## config.mk

```make
export PLATFORM = sky130hd
export DESIGN_NAME = alu_arbiter
export DESIGN_NICKNAME = d
export VERILOG_FILES = /design/src/rtl/alu_arb_pkg.sv /design/src/rtl/alu_arbiter_rr_arb2.sv /design/src/rtl/alu_arbiter.sv
export SDC_FILE = /design/constraint.sdc
export NUM_CORES = 1
export LEC_CHECK = 0
export BUFFER_PORTS_ARGS = -buffer_cell sky130_fd_sc_hd__buf_2
export CAP_MARGIN = 40
export CORE_MARGIN = 1
export CORE_UTILIZATION = 31
export DETAILED_ROUTE_END_ITERATION = 8
export GPL_ROUTABILITY_DRIVEN = 0
export PLACE_DENSITY_LB_ADDON = 0.15
export REMOVE_ABC_BUFFERS = 1
export SYNTH_ARGS = -nofsm -noshare
export SYNTH_HDL_FRONTEND = slang
export SYNTH_SLANG_ARGS = --single-unit
```

## constraint.sdc

```tcl
create_clock -name clock -period 2.4 [get_ports clock]
set_input_delay 0.48 -clock clock [delete_from_list [all_inputs] [get_ports clock]]
set_output_delay 0.48 -clock clock [all_outputs]
set_load 0.05 [all_outputs]
```

## src/rtl/alu_arb_pkg.sv

```systemverilog
// Shared constants and state encoding for the two-requester ALU arbiter.
// Optional statistics counters are enabled by defining ALU_ARB_STATS_EN.
package alu_arb_pkg;

    localparam int ALU_DW = 4;
    localparam int ALU_SW = 3;
    localparam int ALU_RW = ALU_DW + 1;
    localparam int CNT_W  = 8;

    typedef enum logic [1:0] {
        ST_IDLE = 2'd0,
        ST_EXEC = 2'd1,
        ST_RESP = 2'd2
    } state_e;

endpackage

```

## src/rtl/alu_arbiter_rr_arb2.sv

```systemverilog
// Combinational two-way round-robin picker: when both request, the one that
// was not granted last wins; grants are suppressed while enable_i is low.
module rr_arb2 (
    input  logic       valid0_i,
    input  logic       valid1_i,
    input  logic       last_grant_i,
    input  logic       enable_i,
    output logic [1:0] grant_o,
    output logic       gnt_id_o
);

    always_comb begin
        gnt_id_o = 1'b0;
        grant_o  = 2'b00;
        if (valid0_i && valid1_i) begin
            gnt_id_o = ~last_grant_i;
        end else if (valid1_i) begin
            gnt_id_o = 1'b1;
        end
        if (enable_i && (valid0_i || valid1_i)) begin
            grant_o = gnt_id_o ? 2'b10 : 2'b01;
        end
    end

endmodule

```

## src/rtl/alu_arbiter.sv

```systemverilog
// Shares one external combinational ALU between two requesters, one op in flight.
// Define ALU_ARB_STATS_EN to add saturating per-requester completion counters.
module alu_arbiter
    import alu_arb_pkg::*;
#(
    parameter int DW = ALU_DW,
    parameter int SW = ALU_SW,
    parameter int RW = DW + 1
) (
    input  logic             clock,
    input  logic             reset_n,
    input  logic             req0_valid,
    output logic             req0_ready,
    input  logic [DW-1:0]    req0_a,
    input  logic [DW-1:0]    req0_b,
    input  logic [SW-1:0]    req0_sel,
    input  logic             req1_valid,
    output logic             req1_ready,
    input  logic [DW-1:0]    req1_a,
    input  logic [DW-1:0]    req1_b,
    input  logic [SW-1:0]    req1_sel,
    output logic [DW-1:0]    alu_a,
    output logic [DW-1:0]    alu_b,
    output logic [SW-1:0]    alu_sel,
    input  logic [RW-1:0]    alu_out,
    output logic             rsp_valid,
    input  logic             rsp_ready,
    output logic             rsp_id,
    output logic [RW-1:0]    rsp_data
`ifdef ALU_ARB_STATS_EN
    ,
    output logic [CNT_W-1:0] cnt0,
    output logic [CNT_W-1:0] cnt1
`endif
);

    state_e        state_q, state_d;
    logic [DW-1:0] alu_a_q, alu_a_d, alu_b_q, alu_b_d;
    logic [SW-1:0] alu_sel_q, alu_sel_d;
    logic          id_q, id_d;
    logic          last_grant_q, last_grant_d;
    logic          rsp_valid_q, rsp_valid_d;
    logic          rsp_id_q, rsp_id_d;
    logic [RW-1:0] rsp_data_q, rsp_data_d;
    logic [1:0]    grant;
    logic          gnt_id;

    rr_arb2 u_arb (
        .valid0_i     (req0_valid),
        .valid1_i     (req1_valid),
        .last_grant_i (last_grant_q),
        .enable_i     (state_q == ST_IDLE),
        .grant_o      (grant),
        .gnt_id_o     (gnt_id)
    );

    assign req0_ready = grant[0];
    assign req1_ready = grant[1];
    assign alu_a      = alu_a_q;
    assign alu_b      = alu_b_q;
    assign alu_sel    = alu_sel_q;
    assign rsp_valid  = rsp_valid_q;
    assign rsp_id     = rsp_id_q;
    assign rsp_data   = rsp_data_q;

    always_comb begin
        state_d      = state_q;
        alu_a_d      = alu_a_q;
        alu_b_d      = alu_b_q;
        alu_sel_d    = alu_sel_q;
        id_d         = id_q;
        last_grant_d = last_grant_q;
        rsp_valid_d  = rsp_valid_q;
        rsp_id_d     = rsp_id_q;
        rsp_data_d   = rsp_data_q;
        case (state_q)
            ST_IDLE: begin
                // A grant implies the granted requester is valid, so it is a handshake.
                if (|grant) begin
                    alu_a_d      = gnt_id ? req1_a   : req0_a;
                    alu_b_d      = gnt_id ? req1_b   : req0_b;
                    alu_sel_d    = gnt_id ? req1_sel : req0_sel;
                    id_d         = gnt_id;
                    last_grant_d = gnt_id;
                    state_d      = ST_EXEC;
                end
            end
            ST_EXEC: begin
                rsp_data_d  = alu_out;
                rsp_id_d    = id_q;
                rsp_valid_d = 1'b1;
                state_d     = ST_RESP;
            end
            ST_RESP: begin
                if (rsp_ready) begin
                    rsp_valid_d = 1'b0;
                    state_d     = ST_IDLE;
                end
            end
            default: state_d = ST_IDLE;
        endcase
    end

    always_ff @(posedge clock or negedge reset_n) begin
        if (!reset_n) begin
            state_q      <= ST_IDLE;
            alu_a_q      <= '0;
            alu_b_q      <= '0;
            alu_sel_q    <= '0;
            id_q         <= 1'b0;
            last_grant_q <= 1'b1;
            rsp_valid_q  <= 1'b0;
            rsp_id_q     <= 1'b0;
            rsp_data_q   <= '0;
        end else begin
            state_q      <= state_d;
            alu_a_q      <= alu_a_d;
            alu_b_q      <= alu_b_d;
            alu_sel_q    <= alu_sel_d;
            id_q         <= id_d;
            last_grant_q <= last_grant_d;
            rsp_valid_q  <= rsp_valid_d;
            rsp_id_q     <= rsp_id_d;
            rsp_data_q   <= rsp_data_d;
        end
    end

`ifdef ALU_ARB_STATS_EN
    for (genvar gi = 0; gi < 2; gi++) begin : g_cnt
        logic [CNT_W-1:0] cnt_q;
        always_ff @(posedge clock or negedge reset_n) begin
            if (!reset_n) begin
                cnt_q <= '0;
            end else if (rsp_valid_q && rsp_ready && (rsp_id_q == (gi == 1))
                         && (cnt_q != {CNT_W{1'b1}})) begin
                cnt_q <= cnt_q + 1'b1;
            end
        end
    end
    assign cnt0 = g_cnt[0].cnt_q;
    assign cnt1 = g_cnt[1].cnt_q;
`endif

endmodule

```

---- After elaboration in Yosys (flattened, before gate mapping) ----
Index checks and enable logic that the tools add are counted.
word-level totals
  logic and storage cells ................. 35
  memory bits (writable) .................. 0
  input bits .............................. 32
  memories kept ........................... 0
  ROM bits ................................ 0
  output and inout bits ................... 20
  bits in registers ....................... 22
  latch bits .............................. 0
operators by class
  multiply operators ...................... 0
  order comparisons ....................... 0
  bitwise gates (word level) .............. 1
  multiplexer cells ....................... 12
  shifts and indexed selects .............. 0
  div/mod/pow operators ................... 0
  reduce and logical (&&, ||, !) cells .... 9
  $add $sub $neg .......................... 0
  equal/unequal tests ..................... 4
operators by type and width
  kind                                                 number
  two-way mux 2 bit                                    4
  two-way mux 4 bit                                    2
  case mux 2 bit (3 select lines)                      1
  AND reduction 2 bit                                  3
  inequality test 2 bit, second input constant         2
  two-way mux 1 bit                                    3
  two-way mux 3 bit                                    1
  equality test 2 x 1 -> 1 bit, second input constant  1
  equality test 2 bit, second input constant           1
  logical AND 1 bit                                    2
  logical NOT 2 bit                                    1
  case mux 1 bit (2 select lines)                      1
  nonzero test 2 bit                                   1
  OR reduction 2 bit                                   1
  logical OR 1 bit                                     1
  NOT 1 bit                                            1

---- Longest topological paths before layout ----
Gate-level depths: netlist of the first run.
  depth in word-level cells ............... 7
  gate-level depth with buffers ........... 4
  mapped depth without buffers ............ 3

---- Modules after synthesis ----
A second synthesis of the first run with hierarchy kept.
unflattened totals
  cell total of the unflattened synthesis .. 69
  area, all modules ....................... 1082.3 um^2
by module, submodules not included
  module       sequential area each (um^2)  instances  cells an instance  area each (um^2)
  alu_arbiter  551.8                        1          64                 1052.3
  rr_arb2      0.0                          1          5                  30.0

---- Least setup slack after synthesis of the first run ----
OpenSTA, ideal clock, no wires.
  kind .................................... input port to output port
  from .................................... in req1_valid
  to ...................................... out req1_ready
  required time ........................... 1.920 ns
  stages .................................. 3
  slack ................................... 0.621 ns
  path buffers ............................ 1
  arrival time ............................ 1.299 ns
  path through ............................ a21boi_1 -> clkbuf_4 -> and2_1
between the ends
  word-level cells in the longest chain between the ends .. 4
  elaborated cells on any way between the ends .. 7
  classes of those cells .................. mux (4); reduce/logical (3)
RTL lines
  item                                                    line                                                  text
  from (decl)                                             alu_arbiter.sv:17                                     input logic req1_valid,
  two-way mux 1 bit or logical AND 1 bit (tied branches)  alu_arbiter_rr_arb2.sv:17, alu_arbiter_rr_arb2.sv:15
  two-way mux 1 bit                                       alu_arbiter_rr_arb2.sv:15                             if (valid0_i && valid1_i) begin
  two-way mux 2 bit                                       alu_arbiter_rr_arb2.sv:21                             grant_o = gnt_id_o ? 2'b10 : 2'b01;
  two-way mux 2 bit *                                     alu_arbiter_rr_arb2.sv:20                             if (enable_i && (valid0_i || valid1_i)) begin
  to (decl)                                               alu_arbiter.sv:18                                     output logic req1_ready,
Mark *: on every way between the ends. The rest lies on a longest branch, timed or not.

---- Worst setup path after layout of the first run ----
  from .................................... reg state_q[1]
  to ...................................... out req0_ready
between the ends
  word-level cells in the longest chain between the ends .. 3
RTL lines
  item                    line                       text
  from (decl)             alu_arbiter.sv:37          state_e state_q, state_d;
  from (signal assigned)  alu_arbiter.sv:116         state_q <= state_d;
  logical NOT 2 bit       alu_arbiter.sv:52          .enable_i (state_q == ST_IDLE),
  logical AND 1 bit       alu_arbiter_rr_arb2.sv:20
  two-way mux 2 bit       alu_arbiter_rr_arb2.sv:20
  to (decl)               alu_arbiter.sv:13          output logic req0_ready,
Every way passes these cells.

==> results of run 1 <==
-- layout make-up --
type                    count  area [um2]  share of cell area [%]
flip-flops and latches     22         552                    44.1
multi-input cells          42         348                    27.8
repair buffers             53         270                    21.6
well taps                  31        38.8                    3.10
clock buffers               4        36.3                    2.90
inverters                   2        7.51                   0.599
-- where the power goes --
part           total, W  internal, W  switching (W)
Combinational   0.00119     0.000365       0.000827
Clock          0.000203    0.0000926       0.000110
Sequential     0.000668     0.000561       0.000107
-- logic make-up (layout without fill, tap and decap cells) --
family / count (synthesis) / count (layout) / synth area share [%]
compound gates: 18 / 18 / 16.6
buf+inv: 7 / 59 / 5.27
flops: 22 / 22 / 58.1
mux: 6 / 6 / 7.11
simple gates: 18 / 18 / 12.9
-- sequential cells by signal, indices dropped and copies added (netlist names) --
name / count
rsp_data: 5
alu_a: 4
alu_b: 4
alu_sel: 3
state_q: 2
id_q: 1
last_grant_q: 1
rsp_id: 1
rsp_valid: 1
-- per-layer routing --
metal | vias to the layer above | routed length [um]
met5 | - | 0
met4 | 0 | 15
met3 | 2 | 134
met2 | 26 | 1000
met1 | 357 | 904
li1 | 372 | -
-- worst min path at each step --
stage             endpoint  cells past startpoint
6_report       rsp_data[3]                      1
5_1_grt        rsp_data[1]                      1
4_1_cts        rsp_data[1]                      1
3_5_place_dp   rsp_data[1]                      1
3_3_place_gp   rsp_data[1]                      1
2_1_floorplan     alu_a[0]                      0
-- through the flow --
stage               total power [W]  setup slack [ps]  hold slack (ps)  utilization [%]
finish                      0.00206               177              112             44.3
global route                0.00218              33.7              133             44.3
global placement            0.00187               528              469             43.0
detailed placement          0.00188               524              466             43.0
CTS                         0.00209               163              126             44.3
floorplan                   0.00158               553              184                -
-- cells in the final DEF, fill, tap and decap left out, drive strengths merged --
cell,count
inv,2
clkbuf,4
dfrtp,21
a221o,11
nand2b,1
nor2b,1
buf,53
a21o,3
nor2,3
o21ai,2
dfstp,1
mux2,6
a21oi,1
and2,1
a21boi,1
and3,12
==> results.py, run 1 <==
metrics = {
    "global_route": {
        "grt_pass1_vias": 717,
        "grt_max_degree": 23,
        "globalRouteMet1Util_pct": 17.3,
        "grt_pass1_wl_um": 3250,
        "grtUsageMet3_pct": 4.31,
        "globalRouteMet2Util_pct": 20.8,
        "grt_overflow": 0,
        "busiest_layer": "met2",
        "grt_util_all_layers_pct": 13.2,
        "antenna_found_initial": 0,
    },
    "routing": {
        "wl_per_cell_um": 13.3,
        "routed_wl_um": 2050,
        "drt_drc_violations_left": 6,
        "dr.pass1.iters": 6,
        "via_count": 757,
        "viasPerCell": 4.92,
        "ant_nets": 0,
        "drtIter0Drc": 18,
    },
    "sta": {
        "final.min_clock_period_ps": 2220,
        "setup_tns_ps": 0,
        "clock.fmax_ghz": 0.450,
        "slew_viol_final": 0,
        "fin_skew_ps": 5.82,
        "rsz0062_at_grt": "false",
        "tightest_slew_ps": 616,
        "setup_viol": 0,
        "fin_crit_sh_pct": 92.6,
        "hold_viol": 0,
        "slew_headroom_pct": 58.8,
    },
    "run": {
        "drv_cap": 0,
    },
    "cells_and_area": {
        "instances_no_fill": 154,
        "finalNetCount": 156,
        "fillers": 289,
        "final_layout_size_suffix_gt1_share_pct": 61.0,
        "postLayoutCellArea_um2": 1250,
        "n_antenna_cell": 0,
        "synthToLayoutAreaGrowth_pct": 31.9,
    },
    "placement": {
        "dpl-instance-area_um2": 1220,
        "io_buffers": 51,
        "dp_hpwl_um": 1580,
        "place_inst": 150,
    },
    "critical_path": {
        "critPathMaxStageDelay_ps": 440,
        "r2r-start": "state_q[1]",
        "path_cells": "nor2_2, and3_4, buf_2",
        "cp_num_cells": 3,
        "ff2ff_setup_slack_ps": 740,
        "arrival_ps": 1740,
        "start_kind": "flip-flop",
        "required_ps": 1920,
        "r2r-end": "alu_sel[2]",
        "crit_start": "state_q[1]",
        "path_class": "reg2out",
        "endpoint_kind": "output pin",
        "cp.buffers_inverters": 1,
        "crit_path_end": "req0_ready",
        "slowest_stage": "dfrtp_1",
        "critPathTopFamily": "simple AND/OR/NAND/NOR gates",
        "reg2reg_depth": 4,
        "critical_path.max_fanout": 14,
    },
    "clock_tree": {
        "clk_latency_ps": 300,
        "clk_pin_slew_ps": 120,
        "cts_tree": "done",
        "hold_buffers": 0,
        "cts.sinks": 22,
        "post_cts_resized": 0,
        "cts_inserted_buffers": 3,
        "htree_levels": 1,
        "cts_setup_buffers": 0,
        "max-clock-path-buffers": 2,
        "cts-root-buf": "clkbuf_4",
    },
    "yosys": {
        "synth-async-reset-ratio_pct": 100,
        "syn_inst": 71,
        "synth_most_common_cell": "dfrtp_1",
        "synth_edf_count": 0,
        "yosysTopAreaCell": "dfrtp_1",
        "synthFlopType": "dfrtp_1",
        "yosys_register_bits": 22,
        "synth_top_area_share_pct": 55.3,
        "seq_area_frac_synth_pct": 58.1,
        "yosys_warnings": 0,
        "yosys-top-cells-area": "dfrtp_1, a221o_1, and3_2",
        "yosysUniqueCellTypes": 23,
        "synth.cell_area_um2": 950,
        "syn_area_per_cell_um2": 13.4,
        "synth_common_cells": "dfrtp_1, a221o_1, and3_2",
    },
    "floorplanning": {
        "rows": 19,
        "start_util_pct": 33.6,
        "core_um2": 2830,
        "die-height_um": 57.4,
        "die-area_um2": 3290,
        "ios": 52,
        "die_x_um": 57.4,
    },
    "run_status": {
        "status": "complete, but fails checks",
        "violations": "design-rule violations",
    },
    "power": {
        "p_leak_nw": 0.686,
        "p_per_area_nw_per_um2": 1650,
        "vdd_drop_max_mv": 0.697,
    },
    "hold_path": {
        "hold_class": "in2async",
    },
}
Note: power is estimated with default switching activity, not from simulation.
==> run 2, diff against run 1 <==
- SYNTH_HIERARCHICAL: not set -> 1
==> run 2 against run 1 <==
  * The flow now finishes without violations
  * First-iteration DRC count shrank 56%
  * Via count fell by 6.1%
  * Global-route usage fell by 1.9 points
  * Core utilization down 2.5 points
  * Critical path depth is 1 higher
  * Sequential share of layout area down 4.4 points
  * Clock skew down 4.6 ps
  * Cell count grew 9.1%
  * Setup slack improved by 290 ps
  * Non-clock buffer count shrank 1
==> results.py, run 2 <==
metrics = {
    "run_status": {
        "status": "complete, no violations",
    },
    "routing": {
        "wl_per_cell_um": 11.4,
        "viasPerCell": 4.23,
        "drtIter0Drc": 8,
        "routed_wl_um": 1920,
        "drt_drc_violations_left": 0,
        "ant_nets": 0,
        "via_count": 711,
        "dr.pass1.iters": 2,
    },
    "clock_tree": {
        "clk_pin_slew_ps": 110,
        "cts-root-buf": "clkbuf_4",
        "cts_tree": "done",
        "cts_inserted_buffers": 3,
        "htree_levels": 1,
        "cts_setup_buffers": 0,
        "cts.sinks": 22,
        "clk_latency_ps": 300,
        "max-clock-path-buffers": 2,
        "post_cts_resized": 0,
        "hold_buffers": 0,
    },
    "cells_and_area": {
        "final_util_pct": 41.7,
        "most-common-layout-cells": "buf_2, dfrtp_1, mux2_4",
        "postLayoutCellArea_um2": 1390,
        "final_layout_size_suffix_gt1_share_pct": 72.1,
        "synthToLayoutAreaGrowth_pct": 28.7,
        "instances_no_fill": 168,
        "layout_commonest_cell": "buf_2",
        "largest_register_ff_count": 5,
        "finalNetCount": 155,
        "n_antenna_cell": 0,
    },
    "sta": {
        "slew_headroom_pct": 62.5,
        "slew_viol_final": 0,
        "fin_crit_sh_pct": 80.7,
        "final.min_clock_period_ps": 1940,
        "hold_viol": 0,
        "setup_viol": 0,
        "setup_slack_ps": 463,
        "rsz0062_at_grt": "false",
        "fin_skew_ps": 1.20,
        "tightest_slew_ps": 561,
        "clock.fmax_ghz": 0.516,
    },
    "yosys": {
        "synthFlopType": "dfrtp_1",
        "synth_edf_count": 0,
        "synth_most_common_cell": "dfrtp_1",
        "syn_inst": 69,
        "yosysTopAreaCell": "dfrtp_1",
        "seq_area_frac_synth_pct": 51.0,
        "yosysUniqueCellTypes": 18,
        "yosys_warnings": 6,
        "yosys-top-cells-area": "dfrtp_1, mux2_4, mux2_2",
        "yosys_register_bits": 22,
        "synth_top_area_share_pct": 48.6,
        "synth.cell_area_um2": 1080,
        "synth-async-reset-ratio_pct": 100,
        "synth_common_cells": "dfrtp_1, mux2_4, mux2_2",
        "syn_area_per_cell_um2": 15.7,
    },
    "floorplanning": {
        "ios": 52,
        "core_um2": 3340,
        "die-area_um2": 3730,
        "start_util_pct": 32.4,
        "rows": 21,
        "die-height_um": 61.1,
        "die_x_um": 61.1,
    },
    "global_route": {
        "grt_overflow": 0,
        "grt_pass1_vias": 686,
        "grt_max_degree": 23,
        "antenna_found_initial": 0,
        "grt_util_all_layers_pct": 11.3,
        "grt_pass1_wl_um": 2990,
    },
    "power": {
        "switching_power_w": 0.00105,
        "swShare_pct": 48.8,
        "p_int_w": 0.00110,
        "p_total_w": 0.00215,
        "clkPwrFrac_pct": 7.9,
        "vdd_drop_max_mv": 0.567,
        "p_comb_share_pct": 61.0,
        "p_per_area_nw_per_um2": 1550,
        "p_seq_share_pct": 31.1,
        "p_leak_nw": 0.708,
    },
    "critical_path": {
        "r2r-start": "state_q[0]",
        "critPathMaxStageDelay_ps": 430,
        "r2r-end": "alu_a[1]",
        "slowest_stage": "dfrtp_1",
        "path_class": "reg2out",
        "ff2ff_setup_slack_ps": 760,
        "reg2reg_depth": 5,
        "path_cells": "nor2_2, nand2_1, a21oi_1, buf_2",
        "required_ps": 1920,
        "critical_path.max_fanout": 4,
        "start_kind": "flip-flop",
        "arrival_ps": 1460,
        "endpoint_kind": "output pin",
    },
    "placement": {
        "dpl-instance-area_um2": 1370,
        "place_inst": 164,
        "dp_hpwl_um": 1380,
        "io_buffers": 51,
        "place_ws_ps": 651,
    },
    "hold_path": {
        "hold_class": "in2async",
    },
    "run": {
        "drv_cap": 0,
    },
}
[run 2: changes by cell type after synthesis, sizes merged]
cell | before | now
a21o | 3 | 0
a21oi | 1 | 3
a221o | 11 | 0
and3 | 12 | 0
clkbuf | 2 | 0
mux2 | 6 | 30
nand2 | 0 | 2
nand2b | 1 | 0
nor2 | 3 | 1
nor3b | 0 | 1
o21a | 0 | 1
o21ai | 2 | 0
or2 | 0 | 1
[run 2: cell families after synthesis]
family / Yosys count / synth area share [%]
compound gates: 5 / 3.81
buf+inv: 5 / 4.05
flops: 22 / 51.0
mux: 30 / 37.5
simple gates: 7 / 3.70
[run 2: cell type report]
type                    instances  area (um2)
fillers                       335        1940
flip-flops and latches         22         552
multi-input cells              42         487
repair buffers                 52         263
well taps                      46        57.6
clock buffers                   4        26.3
inverters                       2        7.51
[run 2: worst max path at each step]
stage	endpoint	slack [ps]	start	cells after the start
global placement	alu_a[2]	690	req0_valid	5
finish	req0_ready	460	state_q[0]	4
detailed placement	alu_sel[0]	650	req0_valid	5
CTS	req0_ready	440	state_q[0]	4
global route	req0_ready	350	state_q[1]	4
floorplan	alu_a[1]	-20	req1_valid	4
[run 2: layer usage]
metal / share of wire (%) / vias up / track usage (%)
met4: 0.78 / 0 / 5.84
li1: - / 346 / -
met1: 46 / 338 / 14.6
met3: 6.0 / 2 / 2.94
met5: 0 / - / 0
met2: 47 / 25 / 17.4
[run 2: worst max-delay path: cells and delay by family, from the launching register on]
family / cells / cell delay (ps)
and+or+nand+nor: 2 / 240
DFF: 1 / 430
AOI/OAI and AO/OA: 1 / 190
buffers and inverters: 1 / 300
[run 2: power groups by stage]
stage	clock network (W)	logic, W	registers [W]
CTS	0.000187	0.00133	0.000672
global placement	0	0.00132	0.000672
finish	0.000169	0.00131	0.000669
floorplan	0	0.000506	0.00122
global route	0.000198	0.00140	0.000695
detailed placement	0	0.00133	0.000676
[run 2: through the flow]
| stage | hold WS (ps) | setup TNS [ps] |
|---|---|---|
| after floorplan | 184 | -49.2 |
| after global placement | 465 | 0 |
| after detailed placement | 482 | 0 |
| after CTS | 132 | 0 |
| after global routing | 134 | 0 |
| final | 127 | 0 |
